**src/rtl/semaforo_pkg.sv**
```systemverilog
// Shared lamp encodings, decoded state values and error-bit indices for the
// traffic-light monitor and its siblings.
package semaforo_pkg;

  localparam logic [2:0] LAMP_GREEN  = 3'b100;
  localparam logic [2:0] LAMP_YELLOW = 3'b010;
  localparam logic [2:0] LAMP_RED    = 3'b001;

  typedef enum logic [1:0] {
    ST_GREEN  = 2'd0,
    ST_YELLOW = 2'd1,
    ST_RED    = 2'd2,
    ST_INV    = 2'd3
  } lamp_st_e;

  localparam int ERR_W       = 5;
  localparam int ERR_A_CODE  = 0;
  localparam int ERR_A_TRANS = 1;
  localparam int ERR_A_DWELL = 2;
  localparam int ERR_B_CODE  = 3;
  localparam int ERR_B_TRANS = 4;

  // One-hot lamp code to colour; anything else is invalid.
  function automatic lamp_st_e lamp_decode(input logic [2:0] code);
    case (code)
      LAMP_GREEN:  return ST_GREEN;
      LAMP_YELLOW: return ST_YELLOW;
      LAMP_RED:    return ST_RED;
      default:     return ST_INV;
    endcase
  endfunction

  // Holding or stepping forward in the G->Y->R->G ring is legal.
  function automatic logic trans_legal(input lamp_st_e from, input lamp_st_e to);
    return (from == to) ||
           (from == ST_GREEN  && to == ST_YELLOW) ||
           (from == ST_YELLOW && to == ST_RED) ||
           (from == ST_RED    && to == ST_GREEN);
  endfunction

endpackage

```
**src/rtl/lamp_checker.sv**
```systemverilog
// Per-lamp decode, sync tracking and transition check. Event outputs are
// combinational views of the current sample against the registered state;
// the parent registers whatever it derives from them.
module lamp_checker
  import semaforo_pkg::*;
(
  input  logic       clk,
  input  logic       rst,
  input  logic [2:0] code_i,
  output lamp_st_e   state_o,
  output logic       ill_code_o,
  output logic       ill_trans_o,
  output logic       resync_o,
  output logic       change_o
);

  lamp_st_e state_q;
  logic     sync_q;
  lamp_st_e dec;
  logic     legal;

  // Classify the current sample relative to the last one.
  always_comb begin
    dec         = lamp_decode(code_i);
    legal       = (dec != ST_INV);
    ill_code_o  = !legal;
    resync_o    = legal && !sync_q;
    change_o    = legal && sync_q && (dec != state_q);
    ill_trans_o = change_o && !trans_legal(state_q, dec);
  end

  // Follow the lamp unconditionally; an illegal code drops sync.
  always_ff @(posedge clk) begin
    if (!rst) begin
      state_q <= ST_INV;
      sync_q  <= 1'b0;
    end else begin
      state_q <= dec;
      sync_q  <= legal;
    end
  end

  assign state_o = state_q;

endmodule

```
**src/rtl/semaforo_monitor.sv**
```systemverilog
// Two-lamp traffic-light monitor: code/transition checks on A and B, dwell
// timing and completed-cycle count on A, sticky error flags with a strobe.
module semaforo_monitor
  import semaforo_pkg::*;
#(
  parameter int VERDE    = 8,
  parameter int AMARELO  = 3,
  parameter int VERMELHO = 6
) (
  input  logic             clk,
  input  logic             rst,
  input  logic [2:0]       A,
  input  logic [2:0]       B,
  input  logic             clr_err,
  output logic [1:0]       a_state,
  output logic [1:0]       b_state,
  output logic [ERR_W-1:0] err,
  output logic             err_pulse,
  output logic [7:0]       cycles
);

  lamp_st_e a_st, b_st;
  logic a_ill_code, a_ill_trans, a_resync, a_change;
  logic b_ill_code, b_ill_trans, b_resync, b_change;

  lamp_checker u_a (
    .clk(clk), .rst(rst), .code_i(A), .state_o(a_st),
    .ill_code_o(a_ill_code), .ill_trans_o(a_ill_trans),
    .resync_o(a_resync), .change_o(a_change)
  );

  lamp_checker u_b (
    .clk(clk), .rst(rst), .code_i(B), .state_o(b_st),
    .ill_code_o(b_ill_code), .ill_trans_o(b_ill_trans),
    .resync_o(b_resync), .change_o(b_change)
  );

  // B has no dwell tracking, so its segment events go nowhere.
  logic unused_b_seg;
  assign unused_b_seg = b_resync ^ b_change;

  logic [8:0]       dwell_q, dwell_d;
  logic             first_q, first_d;
  logic [7:0]       cycles_q, cycles_d;
  logic [ERR_W-1:0] err_q, err_d, ev;
  logic             pulse_d, pulse_q;
  logic [8:0]       req_dwell;
  logic             a_hold;

  // Dwell/cycle bookkeeping and error accumulation for this sample.
  always_comb begin
    case (a_st)
      ST_GREEN:  req_dwell = 9'(VERDE);
      ST_YELLOW: req_dwell = 9'(AMARELO);
      default:   req_dwell = 9'(VERMELHO);
    endcase
    a_hold = !a_ill_code && !a_resync && !a_change;

    dwell_d = dwell_q;
    first_d = first_q;
    if (a_resync) begin
      dwell_d = 9'd1;
      first_d = 1'b1;
    end else if (a_change) begin
      dwell_d = 9'd1;
      first_d = 1'b0;
    end else if (a_hold && dwell_q != 9'h1FF) begin
      dwell_d = dwell_q + 9'd1;
    end

    cycles_d = cycles_q;
    if (a_change && a_st == ST_RED && !a_ill_trans && cycles_q != 8'hFF)
      cycles_d = cycles_q + 8'd1;

    ev              = '0;
    ev[ERR_A_CODE]  = a_ill_code;
    ev[ERR_A_TRANS] = a_ill_trans;
    ev[ERR_A_DWELL] = a_change && !first_q && (dwell_q != req_dwell);
    ev[ERR_B_CODE]  = b_ill_code;
    ev[ERR_B_TRANS] = b_ill_trans;

    // A fresh error alongside clr_err still counts as a new rising flag.
    err_d   = (clr_err ? '0 : err_q) | ev;
    pulse_d = |(ev & (clr_err ? {ERR_W{1'b1}} : ~err_q));
  end

  // Register all monitor state and outputs.
  always_ff @(posedge clk) begin
    if (!rst) begin
      dwell_q  <= '0;
      first_q  <= 1'b0;
      cycles_q <= '0;
      err_q    <= '0;
      pulse_q  <= 1'b0;
    end else begin
      dwell_q  <= dwell_d;
      first_q  <= first_d;
      cycles_q <= cycles_d;
      err_q    <= err_d;
      pulse_q  <= pulse_d;
    end
  end

  assign a_state   = a_st;
  assign b_state   = b_st;
  assign err       = err_q;
  assign err_pulse = pulse_q;
  assign cycles    = cycles_q;

endmodule

```
**config.mk**
```make
export PLATFORM = sky130hd
export DESIGN_NAME = semaforo_monitor
export DESIGN_NICKNAME = d
export VERILOG_FILES = /design/src/rtl/semaforo_pkg.sv /design/src/rtl/lamp_checker.sv /design/src/rtl/semaforo_monitor.sv
export SDC_FILE = /design/constraint.sdc
export NUM_CORES = 1
export LEC_CHECK = 0
export BUFFER_PORTS_ARGS = -buffer_cell sky130_fd_sc_hd__buf_2
export CAP_MARGIN = 40
export CORE_MARGIN = 2
export CORE_UTILIZATION = 30
export CTS_BUF_LIST = sky130_fd_sc_hd__clkbuf_16
export CTS_CLUSTER_DIAMETER = 200
export DETAILED_ROUTE_END_ITERATION = 7
export PLACE_DENSITY = 0.5
export REMOVE_ABC_BUFFERS = 1
export SKIP_CTS_REPAIR_TIMING = 1
export SYNTH_ARGS = -nofsm -noshare
export SYNTH_HDL_FRONTEND = slang
export SYNTH_HIERARCHICAL = 1
export SYNTH_SLANG_ARGS = --single-unit
export TNS_END_PERCENT = 100
```
**constraint.sdc**
```tcl
create_clock -name clk -period 2.2 [get_ports clk]
set_clock_uncertainty 0.1 [all_clocks]
set_input_delay 0.11 -clock clk [delete_from_list [all_inputs] [get_ports clk]]
set_output_delay 0.11 -clock clk [all_outputs]
set_load 0.005 [all_outputs]
```
### After elaboration in Yosys (flattened, before gate mapping)

Index checks and enable logic that the tools add are counted.

* bits in registers: 30
* input bits: 9
* output and inout bits: 18
* logic and storage cells: 93

* add/sub/neg operators: 2
* equal/unequal tests: 23
* multiplexer cells: 10
* bitwise operators: 4
* reductions and logical operators: 44

Operator list (count)
* 1-bit logical AND: 21
* 2-bit case mux with 3 select lines: 2
* 5-bit 2-to-1 mux: 2
* 9-bit by 1-bit adder with 9-bit output (second input constant): 1
* 1-bit zero test: 9
* 9-bit by 4-bit != test with 1-bit output: 1
* 9-bit != test (second input constant): 1
* 8-bit by 1-bit adder with 8-bit output (second input constant): 1
* 2-bit by 1-bit equality test with 1-bit output (second input constant): 4
* 2-bit equality test (second input constant): 4
* 2-bit zero test: 4
* 8-bit != test (second input constant): 1
* 4-bit case mux with 2 select lines: 1
* 3-bit by 1-bit equality test with 1-bit output (second input constant): 2
* 3-bit by 2-bit equality test with 1-bit output (second input constant): 2
* 3-bit equality test (second input constant): 2
* 1-bit logical OR: 6
* 5-bit AND: 1
* 1-bit 2-to-1 mux: 5
* 5-bit inverter: 1
* 5-bit bitwise OR: 1
* 5-bit OR reduction: 1
* 2-bit equality test: 2
* 2-bit != test: 2
* other kinds (5): 6

### Depth between registers and ports, before layout

* word-level depth: 12
* depth in mapped cells: 9
* gate-level depth less buffers: 8

### By module

The synthesis kept the hierarchy.

By module, submodules not included
* semaforo_monitor: times used 1, cells an instance 130, area an instance 1168.6 sq um, seq. area each 480.5 sq um
* lamp_checker: times used 2, cells an instance 28, area an instance 244.0 sq um, seq. area each 60.1 sq um

### Worst setup path after synthesis

OpenSTA, ideal clock, no wires.

* kind: flip-flop to flip-flop
* start point: reg u_a.state_q[1], in the netlist u_a/state_o[1]
* end point: reg dwell_q[7]
* setup time: 0.121 ns
* data arrival time: 2.000 ns
* required time: 1.979 ns
* setup slack: -0.021 ns
* stages on the path, launching flop included: 9
* buffers on the path: 1
* period minus slack after synthesis: 2.221 ns
* path through: dfxtp_1 > and2b_1 > o22ai_1 > a32o_2 > or4_4 > buf_6 > nor4_4 > xnor2_1 > nor2_1

* word-level cells in the longest chain between the ends: 5
* elaborated cells between the ends (all ways): 6
* those cells by class: eq/ne: 1; reduce/logical: 5

RTL lines
* start, declared: RTL line lamp_checker.sv:17 `lamp_st_e state_q;`
* start signal, assigned: RTL line lamp_checker.sv:35 `state_q <= ST_INV;`
* start signal, assigned: RTL line lamp_checker.sv:38 `state_q <= dec;`
* 2-bit != test (*): RTL line lamp_checker.sv:28 `change_o = legal && sync_q && (dec != state_q);`
* 1-bit logical AND (*): RTL line lamp_checker.sv:28
* via a_change: RTL line semaforo_monitor.sv:23 `logic a_ill_code, a_ill_trans, a_resync, a_change;`
* 1-bit zero test: RTL line semaforo_monitor.sv:57 `a_hold = !a_ill_code && !a_resync && !a_change;`
* 1-bit logical AND: RTL line semaforo_monitor.sv:57
* 1-bit logical AND: RTL line semaforo_monitor.sv:67 `end else if (a_hold && dwell_q != 9'h1FF) begin`
* end signal, assigned: RTL line semaforo_monitor.sv:96 `dwell_q <= dwell_d;`
* end, declared: RTL line semaforo_monitor.sv:42 `logic [8:0] dwell_q, dwell_d;`

The timed path passes the listed nets; every way through them passes the cells marked *.
A chain may end at the register's enable or synchronous reset.

### Final worst setup path

* start point: reg dwell_q[0]
* end point: reg dwell_q[3]

* word-level cells in the longest chain between the ends: 2
* elaborated cells between the ends (all ways): 3
* those cells by class: add/sub: 1; eq/ne: 1; reduce/logical: 1

RTL lines
* branches (longest 2 deep; another with 9-bit by 1-bit adder with 9-bit output)

Parallel ways; which one is timed is not known.

==> run_results.csv <==
group,metric,value,unit
outcome,outcome,"complete, no violations",
drt,drc_errors,0,
global_routing,grt_usage,0.1149,
job,cap_violations,0,
timing,min_period,2.090,ns
die,num_io_pins,27,
global_routing,globalRouteMet2Util,0.1826,
clock_tree,cts_buffer_depth,2,
worst_setup_path,worstPathArrival,2.19,ns
drt,drtAntennaViolNets,0,
timing,worst_pin_slew,0.4318,ns
timing,max_freq,478.4,MHz
power_and_ir_drop,ir_worst_vdd,425.9,uV
die,initial_core_util,0.3130,
synth,netlist_instances,180,
drt,drt_iter0_markers,35,
timing,grt_setup_unrepaired,"no",
die,fp.dieH,77.24,um
worst_setup_path,path_class,"register to register",
finish,finish.utilization,0.3931,
die,chipWidth,77.24,um
timing,slew_viol_final,0,
place,placed_area,1868,sq um
power_and_ir_drop,p_leak,0.8126,nW
clock_tree,clkTransAtPathRegs,0.05,ns
global_routing,grt_pass1_vias,1256,
synth,ys_warn_count,6,
synth,synth_area,1609,sq um
finish,antenna_cells,0,
timing,relSlewSlack,0.7121,
worst_setup_path,crit_required,2.30,ns
timing,finalSetupTns,0,ns
place,globalplace.congestion,0.7852,
drt,drtPass1Iterations,4,
clock_tree,cts-buffers-inserted,5,
worst_setup_path,cp-end-kind,"register",
die,die-area,5965,sq um
global_routing,grt_max_degree,26,
clock_tree,tritoncts,"yes",
place,pre_cts_ws,-0.004083,ns
clock_tree,ctsRootBufferMaster,"clkbuf_16",
clock_tree,insertion_delay,0.27,ns
clock_tree,htreeDepth,2,
timing,setup_viol,0,
drt,routed_via_density,4.715,
finish,drive_gt1_frac,0.2896,
worst_setup_path,reg2reg_from,"dwell_q[0]$_SDFFE_PN0P_",
synth,avgSynthCellArea,8.939,sq um
place,portBuffers,26,
global_routing,grt_pass1_wl,5.602,mm
drt,routed-via-count,1372,
clock_tree,cts.sinks,30,
die,core_area,5140,sq um
drt,totalWireLength,3.260,mm
timing,hold_viol,0,
finish,fin_area,2021,sq um
global_routing,grt.busiest_layer,"met2",
global_routing,grt.met3_usage,0.03412,
timing,worst_slack,0.1095,ns
worst_setup_path,crit_start,"dwell_q[0]$_SDFFE_PN0P_",
drt,detail_route.wl_per_cell,11.20,um
timing,timing.final.crit_share,0.9502,
finish,final_common_cell,"dfxtp_1",
power_and_ir_drop,power_density,680.7,nW/um^2
global_routing,gr-usage-met1,0.1467,
min_path,hp-class,"input port to register",
worst_setup_path,critPathLaunchType,"register",
global_routing,overflow,0,
finish,layout_common_cells,"dfxtp_1, buf_2, nor2_1, buf_4, nand2_1",
finish,area_growth,25.58,%
place,hpwl,2.444,mm
worst_setup_path,critPathMaxFanout,7,
global_routing,antenna_found_initial,0,
min_path,hp-start,"B[1]",
finish,fin_nets,232,
die,num_rows,26,
power_and_ir_drop,power,1.376,mW
## where the power goes
part | switching, mW | leakage (nW) | internal, mW | total, mW
clock | 0.226 | 0.0724 | 0.408 | 0.634
combinational | 0.0857 | 0.496 | 0.0789 | 0.165
sequential | 0.0126 | 0.244 | 0.565 | 0.577
total | 0.324 | 0.813 | 1.05 | 1.38
## per-layer routing
metal | vias up | part of all wire
met3 | 4 | 0.039
met4 | 0 | 0.013
met2 | 24 | 0.45
met5 | - | 0
met1 | 615 | 0.50
li1 | 729 | -
## per-stage QoR
stage | hold WS, ns | instances
floorplan | 0.09314 | 173
global placement | 0.2784 | 283
detailed placement | 0.2808 | 283
CTS | -0.0003795 | 291
global route | 0.01556 | 291
finish | 0.007859 | 291
## worst paths after layout
path / to / slack (ns) / cells past startpoint
worst max-delay path: dwell_q[3]$_SDFFE_PP0P_ / 0.11 / 7
worst min-delay path: u_b/state_o[0]$_SDFF_PN1_ / 0.008 / 3
worst max register to register: dwell_q[3]$_SDFFE_PP0P_ / 0.11 / 7
worst min register to register: dwell_q[8]$_SDFFE_PP0P_ / 0.38 / 2
## state kept, by name (all words and copies together) (netlist names)
register	cells
err_pulse	1
u_a/state_o	2
err	5
dwell_q	9
u_b/sync_q	1
first_q	1
u_b/state_o	2
cycles	8
u_a/sync_q	1
## final cells by class
| class | count | area, sq um |
|---|---|---|
| fillers | 543 | 3119 |
| multi-input cells | 134 | 923.4 |
| flip-flops and latches | 30 | 603.1 |
| repair buffers | 40 | 235.2 |
| clock buffers | 5 | 125.1 |
| well taps | 70 | 87.58 |
| inverters | 9 | 33.78 |
| clock inverters | 3 | 12.51 |
## critical path, cell delays in order, from the launching register on
cell and delay (ns):
dfxtp_1 0.31, ha_2 0.20, nand2_2 0.08, nor3_1 0.05, ha_2 0.19, or4_4 0.58
or3_1 0.37, a21oi_1 0.13
Note: power is estimated with default switching activity, not from simulation.
